### src/rtl/pwm_peripheral_multi.sv
// Multi-channel PWM peripheral: shared prescaler and edge/center-aligned period counter,
// per-channel duty with period-boundary reload. Optional polarity via `PWM_POLARITY_EN.
module pwm_peripheral_multi #(
    parameter int unsigned NUM_CH = 16,
    parameter int unsigned RES    = 8
) (
    input  logic              clk,
    input  logic              rst,
    input  logic              wr_en,
    input  logic [5:0]        wr_addr,
    input  logic [7:0]        wr_data,
    input  logic [5:0]        rd_addr,
    output logic [7:0]        rd_data,
    output logic [NUM_CH-1:0] out,
    output logic              period_start
);

    localparam logic [15:0]    CH_MASK = 16'((32'h1 << NUM_CH) - 32'h1);
    localparam logic [RES-1:0] MAX     = '1;
    localparam logic [RES-1:0] CNT_ONE = RES'(1);

    logic [15:0]    en_out_q, en_pwm_q;
    logic [7:0]     prescale_q, pcnt_q;
    logic           mode_q, mode_act_q;
    logic [RES-1:0] duty_q     [NUM_CH];
    logic [RES-1:0] duty_act_q [NUM_CH];
    logic [RES-1:0] cnt_q, cnt_d;
    logic           dir_up_q, dir_up_d;
    logic           tick, boundary, wr_prescale;
    logic [7:0]     rd_d;
    logic [NUM_CH-1:0] out_d;
`ifdef PWM_POLARITY_EN
    logic [15:0]       pol_q;
    logic [NUM_CH-1:0] pol_act_q;
`endif

    assign tick        = (pcnt_q == prescale_q);
    assign wr_prescale = wr_en && (wr_addr == 6'h04);

    // Period counter; boundary marks the tick on which cnt moves to 0.
    always_comb begin
        cnt_d    = cnt_q;
        dir_up_d = dir_up_q;
        boundary = 1'b0;
        if (tick) begin
            if (!mode_act_q) begin
                if (cnt_q == MAX) begin
                    cnt_d    = '0;
                    boundary = 1'b1;
                end else begin
                    cnt_d = cnt_q + 1'b1;
                end
            end else if (dir_up_q) begin
                if (cnt_q == MAX) begin
                    cnt_d    = MAX - 1'b1;
                    dir_up_d = 1'b0;
                end else begin
                    cnt_d = cnt_q + 1'b1;
                end
            end else begin
                cnt_d = cnt_q - 1'b1;
                if (cnt_q == CNT_ONE) begin
                    boundary = 1'b1;
                end
            end
            if (boundary) begin
                dir_up_d = 1'b1;
            end
        end
    end

    always_comb begin
        logic pwm;
        out_d = '0;
        for (int i = 0; i < int'(NUM_CH); i++) begin
            pwm = (duty_act_q[i] == MAX) || (cnt_q < duty_act_q[i]);
`ifdef PWM_POLARITY_EN
            pwm = pwm ^ pol_act_q[i];
`endif
            out_d[i] = en_out_q[i] && (en_pwm_q[i] ? pwm : 1'b1);
        end
    end

    always_comb begin
        rd_d = '0;
        case (rd_addr)
            6'h00:   rd_d = en_out_q[7:0];
            6'h01:   rd_d = en_out_q[15:8];
            6'h02:   rd_d = en_pwm_q[7:0];
            6'h03:   rd_d = en_pwm_q[15:8];
            6'h04:   rd_d = prescale_q;
            6'h05:   rd_d = {7'b0, mode_q};
`ifdef PWM_POLARITY_EN
            6'h06:   rd_d = pol_q[7:0];
            6'h07:   rd_d = pol_q[15:8];
`endif
            default: rd_d = '0;
        endcase
        for (int i = 0; i < int'(NUM_CH); i++) begin
            if (rd_addr == 6'(16 + i)) begin
                rd_d = 8'(duty_q[i]);
            end
        end
    end

    always_ff @(posedge clk) begin
        if (rst) begin
            en_out_q     <= '0;
            en_pwm_q     <= '0;
            prescale_q   <= '0;
            mode_q       <= 1'b0;
            mode_act_q   <= 1'b0;
            pcnt_q       <= '0;
            cnt_q        <= '0;
            dir_up_q     <= 1'b1;
            rd_data      <= '0;
            out          <= '0;
            period_start <= 1'b0;
            for (int i = 0; i < int'(NUM_CH); i++) begin
                duty_q[i]     <= '0;
                duty_act_q[i] <= '0;
            end
`ifdef PWM_POLARITY_EN
            pol_q     <= '0;
            pol_act_q <= '0;
`endif
        end else begin
            if (wr_en) begin
                case (wr_addr)
                    6'h00: en_out_q[7:0]  <= wr_data & CH_MASK[7:0];
                    6'h01: en_out_q[15:8] <= wr_data & CH_MASK[15:8];
                    6'h02: en_pwm_q[7:0]  <= wr_data & CH_MASK[7:0];
                    6'h03: en_pwm_q[15:8] <= wr_data & CH_MASK[15:8];
                    6'h04: prescale_q     <= wr_data;
                    6'h05: mode_q         <= wr_data[0];
`ifdef PWM_POLARITY_EN
                    6'h06: pol_q[7:0]     <= wr_data & CH_MASK[7:0];
                    6'h07: pol_q[15:8]    <= wr_data & CH_MASK[15:8];
`endif
                    default: ;
                endcase
                for (int i = 0; i < int'(NUM_CH); i++) begin
                    if (wr_addr == 6'(16 + i)) begin
                        duty_q[i] <= wr_data[RES-1:0];
                    end
                end
            end

            // A prescale write restarts the prescaler even on a tick cycle.
            if (wr_prescale || tick) begin
                pcnt_q <= '0;
            end else begin
                pcnt_q <= pcnt_q + 1'b1;
            end

            cnt_q    <= cnt_d;
            dir_up_q <= dir_up_d;
            if (boundary) begin
                mode_act_q <= mode_q;
                for (int i = 0; i < int'(NUM_CH); i++) begin
                    duty_act_q[i] <= duty_q[i];
                end
`ifdef PWM_POLARITY_EN
                pol_act_q <= pol_q[NUM_CH-1:0];
`endif
            end

            rd_data      <= rd_d;
            out          <= out_d;
            period_start <= boundary;
        end
    end

endmodule

### config.mk
export PLATFORM = sky130hd
export DESIGN_NAME = pwm_peripheral_multi
export DESIGN_NICKNAME = d
export VERILOG_FILES = /design/src/rtl/pwm_peripheral_multi.sv
export SDC_FILE = /design/constraint.sdc
export NUM_CORES = 1
export LEC_CHECK = 0
export CORE_MARGIN = 8
export CORE_UTILIZATION = 45
export DETAILED_ROUTE_END_ITERATION = 8
export HOLD_SLACK_MARGIN = 0.08
export SYNTH_ARGS = -nofsm -noshare
export SYNTH_HDL_FRONTEND = slang
export SYNTH_SLANG_ARGS = --single-unit
export TNS_END_PERCENT = 30
### constraint.sdc
create_clock -name clk -period 5.5 [get_ports clk]
set_input_delay 0.55 -clock clk [delete_from_list [all_inputs] [get_ports clk]]
set_output_delay 0.55 -clock clk [all_outputs]
set_load 0.02 [all_outputs]
==> results.json <==
{
  "outcome": "finished clean",
  "ctsResizeCount": 0,
  "reg2reg_depth": 8,
  "cts_tree": "done",
  "wl_per_cell_um": 25.5,
  "wl_met1_um": 24700,
  "period_needed_ns": 3.23,
  "hpwl_um": 41100,
  "yosysSeqAreaShare_pct": 53.3,
  "drtIter0Drc": 1551,
  "antenna_left": 0,
  "die_area_um2": 45600,
  "arrival_ns": 3.44,
  "netlist.area_leader.share_pct": 43.8,
  "fin_crit_sh_pct": 58.8,
  "hold_depth": 1,
  "cp-end-kind": "register",
  "chipHeight_um": 214,
  "multi_input_area_um2": 7300,
  "drc_errors": 0,
  "yosysTopAreaCell": "edfxtp_1",
  "regToRegStartpoint": "cnt_q[1]",
  "num-fill-cells": 3509,
  "clockBufferDepth": 3,
  "wl_um": 55900,
  "track_usage_pct": 24.6,
  "wl_met3_um": 4830,
  "powerDensity_nw_per_um2": 314,
  "syn2layout_area_growth_pct": 12.6,
  "die_x_um": 214,
  "highest_layer": "met5",
  "drv_slew": 0,
  "synth_top_family_by_area": "simple AND/OR/NAND/NOR gates",
  "grt_antenna_before_repair": 2,
  "synth_commonest_cells": "256 x edfxtp_1, 159 x nor2_1, 133 x inv_1, 116 x ha_1, 92 x nand2_1",
  "max_slew_margin_pct": 16.3,
  "max_freq_mhz": 309,
  "timing.hold.ws_ns": 0.507,
  "synth-seq-cells": 340,
  "holdBufCountCts": 0,
  "holdCritStartpoint": "pcnt_q[0]",
  "synthCells": 1618,
  "hold_violations": 0,
  "htreeDepth": 2,
  "synth_edf_count": 256,
  "place.gp.congestion": 0.937,
  "first_pass_iters": 6,
  "grt_pass1_vias": 12354,
  "synthAdderAreaFrac_pct": 8.26,
  "root_buffer": "clkbuf_16",
  "postCtsSetupBuffers": 0,
  "crit_required_ns": 5.71,
  "hold_class": "register to register",
  "grt_pass1_wl_um": 81200,
  "start_util_pct": 45.6,
  "cts.sinks": 340,
  "via_count": 12902,
  "clkLatencyLatePin_ns": 0.56,
  "nets": 1784,
  "portBuffers": 47,
  "rows": 72,
  "post-synth-top-count-cell": "edfxtp_1",
  "final_layout_size_suffix_gt1_share_pct": 7.11,
  "leakagePower_nw": 7.64,
  "crit_fanout": 76,
  "crit_start": "cnt_q[1]",
  "wl_met2_um": 24700,
  "rsz0062_at_grt": "no",
  "ys_async_sr_fraction_pct": 0,
  "ir_drop_uv": 172,
  "coreArea_um2": 38600,
  "synth.net_count": 1757,
  "yosys-top-cells-area": "edfxtp_1 44%, dfxtp_1 9.6%, ha_1 8.3%",
  "syn_area_per_cell_um2": 10.9,
  "finalSetupTns_ns": 0,
  "synthSimpleGateAreaFrac_pct": 16.3,
  "setup_viol": 0,
  "synth_xor_area_share_pct": 0.947,
  "grt_start_max_net_pins": 80,
  "antennaDiodeCount": 0,
  "viasPerCell": 5.89,
  "worst_slew_pin_slew_ns": 1.24,
  "cts_buffers": 39,
  "fin_worst_skew_ns": 0.0158,
  "syn_area_um2": 17600,
  "clk_pin_slew_ns": 0.06,
  "yosys_warnings": 0,
  "drv_cap": 0,
  "yosysUniqueCellTypes": 86,
  "grt_overflow": 0,
  "synth_compound_area_share_pct": 11.9,
  "synth_top_flop_cell": "edfxtp_1",
  "worst-setup-path-type": "register to register",
  "seqCellArea_um2": 9370,
  "ios": 48,
  "crit_path_start_kind": "register",
  "p_total_mw": 6.21,
  "muxShareOfSynthArea_pct": 4.05
}
-- cell type report --
type / instances / area share (%)
clock buffers: 57 / 5.80
multi-input cells: 1065 / 36.9
flip-flops and latches: 340 / 47.4
repair buffers: 65 / 3.14
clock inverters: 13 / 0.930
well taps: 518 / 3.28
inverters: 134 / 2.54
-- report_power, final --
part	switching (mW)	total, mW	internal [mW]
Combinational	0.362	0.538	0.176
Sequential	0.0991	2.98	2.88
Clock	1.05	2.69	1.64
Total	1.51	6.21	4.70
-- critical path, cell delays in order (launching register included) --
cell	delay, ns
dfxtp_1	0.30
buf_4	0.40
ha_1	0.34
nand3_1	0.17
nor3_2	0.24
a41oi_1	0.10
nand2b_4	0.24
nand2_4	0.57
buf_12	0.39
-- path summary, 6_finish.rpt --
check,end,slack (ns)
worst max-delay path,duty_act_q[1][30],2.27
worst min register to register,pcnt_q[0],0.51
worst min-delay path,pcnt_q[0],0.51
worst max register to register,duty_act_q[1][30],2.27
-- placed cells by master, fill, tap and decap left out, types with 5 or more instances in the layout --
cell	instances
edfxtp_1	256
nor2_1	159
inv_1	133
ha_1	116
nand2_1	91
o21ai_0	87
dfxtp_1	84
and2_1	81
a21oi_1	62
nor2b_1	53
mux2i_1	52
clkdlybuf4s50_1	44
clkbuf_16	42
nand3_1	36
nand4_1	35
a31oi_1	24
o221ai_1	19
a21boi_0	18
buf_4	18
nor4_1	17
o21a_1	17
or4_1	16
a22oi_1	12
xnor2_1	11
nor3_1	11
mux2_2	11
clkbuf_1	11
o22ai_1	10
nand2b_1	8
o22a_1	8
xor2_1	8
a211oi_1	7
a221oi_1	6
clkinv_2	5
-- flip-flops by register name, indices dropped and copies added (netlist names), 16 cells and up --
signal,flops
duty_q,128
duty_act_q,128
out,16
en_pwm_q,16
en_out_q,16
-- per-layer routing --
metal | track usage (%) | vias up
li1 | - | 5932
met1 | 34.3 | 6312
met2 | 37.8 | 560
met3 | 5.14 | 96
met4 | 8.39 | 2
met5 | 0 | -
-- stage by stage --
step / instance area, µm² / setup WS (ns) / cells / util (%)
floorplan: 17600 / 0.620 / 1618 / -
global placement: 18400 / 1.90 / 2122 / 47.8
detailed placement: 18400 / 2.03 / 2122 / 47.8
CTS: 19800 / 2.19 / 2192 / 51.3
global route: 19800 / 2.02 / 2192 / 51.3
finish: 19800 / 2.27 / 2192 / 51.3
-- cell families after synthesis --
kind of cell | count (synthesis)
flops | 340
mux | 66
compound gates | 321
simple gates | 543
xor+xnor | 19
buf+inv | 213
fa+ha+maj | 116
(Power assumes the default switching activity.)
